==> src/rtl/chan_mux_scan_if.sv <==
// Channel mux bus: packed channel inputs, mode controls and the registered
// output word with its channel tag.
interface chan_mux_scan_if #(
  parameter int WIDTH    = 4,
  parameter int CHANNELS = 4,
  parameter int SEL_W    = 2
);
  logic [CHANNELS*WIDTH-1:0] din;
  logic [SEL_W-1:0]          sel;
  logic                      scan_en;
  logic                      hold;
  logic [WIDTH-1:0]          dout;
  logic [SEL_W-1:0]          dout_ch;
  logic                      dout_valid;
  logic                      wrap;

  modport master (
    output din, sel, scan_en, hold,
    input  dout, dout_ch, dout_valid, wrap
  );

  modport slave (
    input  din, sel, scan_en, hold,
    output dout, dout_ch, dout_valid, wrap
  );
endinterface

==> src/rtl/chan_mux_scan.sv <==
// N-channel registered mux: MANUAL routes sel, SCAN walks the channels holding
// each for DWELL clocks, pulsing wrap on the first channel-0 word after the last.
//
// state  | meaning
// MANUAL | output follows sel; cnt and ptr held at 0
// SCAN   | output follows ptr; cnt/ptr advance unless hold
module chan_mux_scan #(
  parameter int WIDTH    = 4,
  parameter int CHANNELS = 4,
  parameter int SEL_W    = 2,
  parameter int DWELL    = 4
) (
  input  logic           clk,
  input  logic           reset,
  chan_mux_scan_if.slave bus
);
  localparam int CNT_W = $clog2(DWELL) + 1;

  typedef enum logic {MANUAL = 1'b0, SCAN = 1'b1} state_t;

  state_t           state, state_n;
  logic [CNT_W-1:0] cnt, cnt_n, cnt_cur;
  logic [SEL_W-1:0] ptr, ptr_n, ptr_cur;
  logic [WIDTH-1:0] sel_word, ptr_word, dout_n;
  logic [SEL_W-1:0] dout_ch_n;
  logic             sel_ok, dout_valid_n, wrap_n;

  // The edge that enters SCAN already counts as channel 0's first dwell cycle.
  always_comb begin
    cnt_cur = (state == SCAN) ? cnt : '0;
    ptr_cur = (state == SCAN) ? ptr : '0;
  end

  always_comb begin
    sel_word = '0;
    ptr_word = '0;
    sel_ok   = 1'b0;
    for (int k = 0; k < CHANNELS; k++) begin
      if (bus.sel == SEL_W'(k)) begin
        sel_word = bus.din[k*WIDTH +: WIDTH];
        sel_ok   = 1'b1;
      end
      if (ptr_cur == SEL_W'(k)) ptr_word = bus.din[k*WIDTH +: WIDTH];
    end
  end

  always_comb begin
    state_n = bus.scan_en ? SCAN : MANUAL;
  end

  always_comb begin
    cnt_n        = '0;
    ptr_n        = '0;
    dout_n       = sel_word;
    dout_ch_n    = bus.sel;
    dout_valid_n = sel_ok;
    wrap_n       = 1'b0;
    if (state_n == SCAN) begin
      dout_n       = ptr_word;
      dout_ch_n    = ptr_cur;
      dout_valid_n = 1'b1;
      // ptr only drops from the last channel to 0 by wrapping, so this marks
      // the first word of channel 0 after a wrap.
      wrap_n       = (state == SCAN) && (ptr == '0) &&
                     (bus.dout_ch == SEL_W'(CHANNELS-1));
      cnt_n        = cnt_cur;
      ptr_n        = ptr_cur;
      if (!bus.hold) begin
        if (cnt_cur == CNT_W'(DWELL-1)) begin
          cnt_n = '0;
          ptr_n = (ptr_cur == SEL_W'(CHANNELS-1)) ? '0 : ptr_cur + 1'b1;
        end else begin
          cnt_n = cnt_cur + 1'b1;
        end
      end
    end
  end

  always_ff @(posedge clk or posedge reset) begin
    if (reset) begin
      state          <= MANUAL;
      cnt            <= '0;
      ptr            <= '0;
      bus.dout       <= '0;
      bus.dout_ch    <= '0;
      bus.dout_valid <= 1'b0;
      bus.wrap       <= 1'b0;
    end else begin
      state          <= state_n;
      cnt            <= cnt_n;
      ptr            <= ptr_n;
      bus.dout       <= dout_n;
      bus.dout_ch    <= dout_ch_n;
      bus.dout_valid <= dout_valid_n;
      bus.wrap       <= wrap_n;
    end
  end
endmodule
==> src/flat_wrapper.sv <==
// flat-port wrapper written by rule: the top's interface ports become plain ports
module chan_mux_scan_flat 
#(
  parameter int WIDTH    = 4,
  parameter int CHANNELS = 4,
  parameter int SEL_W    = 2,
  parameter int DWELL    = 4
)
  (clk, reset, bus_din, bus_sel, bus_scan_en, bus_hold, bus_dout, bus_dout_ch, bus_dout_valid, bus_wrap);
  chan_mux_scan_if #(.WIDTH(WIDTH), .CHANNELS(CHANNELS), .SEL_W(SEL_W)) bus_i ();
  input  logic clk;
  input  logic reset;
  input wire logic [$bits(bus_i.din)-1:0] bus_din;
  input wire logic [$bits(bus_i.sel)-1:0] bus_sel;
  input wire logic [$bits(bus_i.scan_en)-1:0] bus_scan_en;
  input wire logic [$bits(bus_i.hold)-1:0] bus_hold;
  output wire logic [$bits(bus_i.dout)-1:0] bus_dout;
  output wire logic [$bits(bus_i.dout_ch)-1:0] bus_dout_ch;
  output wire logic [$bits(bus_i.dout_valid)-1:0] bus_dout_valid;
  output wire logic [$bits(bus_i.wrap)-1:0] bus_wrap;
  assign bus_i.din = bus_din;
  assign bus_i.sel = bus_sel;
  assign bus_i.scan_en = bus_scan_en;
  assign bus_i.hold = bus_hold;
  assign bus_dout = bus_i.dout;
  assign bus_dout_ch = bus_i.dout_ch;
  assign bus_dout_valid = bus_i.dout_valid;
  assign bus_wrap = bus_i.wrap;
  chan_mux_scan #(.WIDTH(WIDTH), .CHANNELS(CHANNELS), .SEL_W(SEL_W), .DWELL(DWELL)) u_core (.clk(clk), .reset(reset), .bus(bus_i));
endmodule
==> config.mk <==
export PLATFORM = sky130hd
export DESIGN_NAME = chan_mux_scan_flat
export DESIGN_NICKNAME = d
export VERILOG_FILES = /design/src/rtl/chan_mux_scan_if.sv /design/src/rtl/chan_mux_scan.sv /design/src/flat_wrapper.sv
export SDC_FILE = /design/constraint.sdc
export NUM_CORES = 1
export LEC_CHECK = 0
export BUFFER_PORTS_ARGS = -buffer_cell sky130_fd_sc_hd__buf_2
export CAP_MARGIN = 10
export CORE_MARGIN = 1.5
export CORE_UTILIZATION = 45
export CTS_CLUSTER_DIAMETER = 40
export DETAILED_ROUTE_END_ITERATION = 6
export PLACE_DENSITY_LB_ADDON = 0.3
export SLEW_MARGIN = 20
export SYNTH_ARGS = -nofsm -noshare
export SYNTH_HDL_FRONTEND = slang
export SYNTH_SLANG_ARGS = --single-unit
==> constraint.sdc <==
create_clock -name clk -period 1.8 [get_ports clk]
set_input_delay 0.18 -clock clk [delete_from_list [all_inputs] [get_ports clk]]
set_output_delay 0.18 -clock clk [all_outputs]
set_load 0.02 [all_outputs]
==> results.md <==
* Max-capacitance violation count at 0
* Kind of path behind the tightest hold check: primary input to flop
* Max Slew Vio Count at 0
* Top post-synthesis cells by area: sky130_fd_sc_hd__dfrtp_1 (41%), sky130_fd_sc_hd__ha_1 (7.4%), sky130_fd_sc_hd__o221ai_1 (7.2%)
* Worst setup endpoint: u_core.bus.dout[0]
* FF-to-FF setup slack at 0.09 ns
* Die span in x at 46.36 microns
* Flops & latches, synth at 14
* Share of cells above drive strength 1 at 0.4107
* DR DRC count at 0
* Routed via count at 776
* Fraction of the cycle the final worst path needs at 0.9477
* Final wirelength at 1.957 mm
* Largest area contributor in the synthesized netlist: sky130_fd_sc_hd__dfrtp_1
* Length in cells of the worst reg-to-reg path at 6
* Startpoint type of the worst setup path: flop
* Share of Yosys cell area claimed by the top area cell type at 0.4142
* Worst Path Arrival at 1.85 ns
* Post-detailed-route count of antenna-violating nets at 0
* Deepest level of the CTS H-tree at 1
* Synthesis Warnings at 0
* Status: complete, no violations
* Global-route wire length before repair at 3.056 mm
* Hold Path Origin: bus_din[14]
* Kind of capture point of the worst setup path: flop
* End of the worst register-to-register path: u_core.bus.dout[0]
* Maximum number of pins on one net before global-route repair at 20
* Number of cell rows at 15
* Synthesized netlist net count at 107
* Power Total at 0.0006890 W
* Hold Vio Cnt, Final at 0
* Source of the critical timing path: u_core.state
* Required @ worst endpoint at 1.94 ns
* Start-to-end type of the worst setup path: flop to flop
* Final Critical Period at 1.706 ns
* Core Box Area at 1745 sq um
* I/O pin count at 30
* Fillcell total at 155
* TritonCTS clock tree: built
* IO buf count at 29
* Setup repair after global routing missed its margin: true
* Peak fanout along the critical path at 6
* Primary FF master, synth: sky130_fd_sc_hd__dfrtp_1
* Number of synthesized flops with an enable pin at 0
* Mean post-synth cell area at 10.57 sq um
* Fraction of registers with async set or reset after synthesis at 1.000
* Clock tree sinks at 14
* Post-Syn Instances at 80
* 1st-pass router iterations at 4
* Post-Route Skew at 0.007418 ns
* TritonCTS buffer count at 3
* Worst slew margin at 0.6394
* Floorplan die height at 46.36 microns
* Effective utilization at floorplan at 0.4846
* Count of final setup violators at 0
* Synth top cells by count: sky130_fd_sc_hd__dfrtp_1 (14), sky130_fd_sc_hd__nand2_1 (8), sky130_fd_sc_hd__o221ai_1 (7)
* Total standard cell area after synthesis at 845.8 sq um
* Count of distinct cell types in the synthesized netlist at 30
* Final Wtd Congestion at 0.8048
* Initial antenna violation count at 0
* Skew-Pair Late Insertion Delay at 0.28 ns
* Congestion Overflow GR at 0
* Layout Area Growth over Synthesis at 27.22%
* Total power density per cell area at 640.4 nW/um^2
* Worst Setup Slack post-DPL at 0.03209 ns
* First DRT Iteration DRCs at 11
* Leak Pwr at 0.5225 nW
* Clock-pin transition on the worst setup and hold timing paths at 0.09 ns
* Antenna diode instance count at 0
* Largest buffer count on any clock path at 2
* Final worst-path setup slack at 0.09408 ns
* Area after DPL at 1001 sq um
* Placed wire-length estimate at 1.449 mm
* Routed wire length per instance at 14.28 microns
* GRT Overall Usage at 0.2018
* Cell with the most instances after synthesis: sky130_fd_sc_hd__dfrtp_1
* Worst reg2reg startpoint: u_core.state
* Vias per std cell at 5.664
* Transition time at the pin with the least slew margin at 0.5404 ns
* Register area share after synthesis at 0.4142
* Final Instance Area at 1076 sq um
* Nets at 140
* Maximum frequency from static timing analysis at 586.2 MHz
* Die area at 2149 sq um
* Maximum resistive drop on vdd at 489.1 uV
* Cell at the root of the clock tree: sky130_fd_sc_hd__clkbuf_4
* Number of global-route vias before repair at 691
==> logic make-up after synthesis <==
logic type,count (synthesis),share of synthesized area
simple gates,25,0.1627
compound gates,20,0.2041
flops,14,0.4142
buf+inv,8,0.04734
mux,6,0.08283
fa+ha+maj,5,0.07396
other cells,1,0.004434
xor+xnor,1,0.01036
==> layout by cell type, fill, tap and decap left out, types with 3 or more instances in the layout <==
master                      n
sky130_fd_sc_hd__ha_1       4
sky130_fd_sc_hd__nand2_1    6
sky130_fd_sc_hd__inv_1      5
sky130_fd_sc_hd__buf_2     29
sky130_fd_sc_hd__nor2b_1    5
sky130_fd_sc_hd__a22oi_1    4
sky130_fd_sc_hd__clkbuf_4   3
sky130_fd_sc_hd__and2_1     3
sky130_fd_sc_hd__dfrtp_1   13
sky130_fd_sc_hd__o221ai_1   7
==> final cells by class <==
| type | instances | area [sq um] | area share |
|---|---|---|---|
| multi-input combinational | 58 | 475.5 | 0.4419 |
| sequential | 14 | 351.6 | 0.3267 |
| timing repair buffer | 31 | 162.7 | 0.1512 |
| clock buffer | 4 | 36.28 | 0.03372 |
| tap | 25 | 31.28 | 0.02907 |
| inverter | 5 | 18.77 | 0.01744 |
==> how the worst min path moves through the flow <==
stage                            endpoint  slack [ns]  cells after the start
finish                 u_core.bus.dout[2]        0.12                      3
global route           u_core.bus.dout[0]        0.14                      3
CTS                    u_core.bus.dout[2]        0.11                      3
global placement       u_core.bus.dout[1]        0.24                      2
detailed placement  u_core.bus.dout_valid        0.24                      2
floorplan              u_core.bus.dout[0]        0.07                      1
==> report_power, final <==
part | total [W] | leakage [nW] | switching (W) | internal [W]
clock | 0.000226 | 0.0210 | 0.000103 | 0.000123
combinational | 0.000127 | 0.323 | 0.0000685 | 0.0000582
sequential | 0.000336 | 0.179 | 0.00000637 | 0.000330
==> metal layers <==
| metal | track usage | part of all wire |
|---|---|---|
| met2 | 0.3194 | 0.48 |
| met4 | 0.05143 | 0.0087 |
| met5 | 0 | 0 |
| met3 | 0.03922 | 0.064 |
| met1 | 0.2812 | 0.45 |
==> state kept, by name (all words and copies together) (netlist names) <==
name	cells
u_core.bus.dout	4
u_core.cnt	3
u_core.bus.dout_ch	2
u_core.ptr	2
u_core.bus.dout_valid	1
u_core.bus.wrap	1
u_core.state	1
==> stage by stage <==
step	hold slack, ns	std cells	setup TNS [ns]	util
floorplan	0.06922	80	0	-
global placement	0.2395	131	0	0.5735
detailed placement	0.2445	131	0	0.5735
CTS	0.1144	136	0	0.6000
global route	0.1376	137	-0.01382	0.6165
finish	0.1198	137	0	0.6165
==> critical path: stages (launching register included) <==
cell                       delay [ns]
sky130_fd_sc_hd__dfrtp_2         0.46
sky130_fd_sc_hd__nand2_2         0.10
sky130_fd_sc_hd__inv_1           0.09
sky130_fd_sc_hd__ha_1            0.23
sky130_fd_sc_hd__or2_2           0.33
sky130_fd_sc_hd__a221oi_1        0.23
sky130_fd_sc_hd__o221ai_1        0.14
==> what timing repair did <==
| item | CTS | global route |
|---|---|---|
| setup endpoints to repair | 0 | 4 |
| gates resized for setup | 0 | 6 |
| buffers inserted | 0 | 1 |
| hold buffers | 1 | 0 |
| hold endpoints to repair | 14 | 0 |
Note: power is estimated with default switching activity, not from simulation.
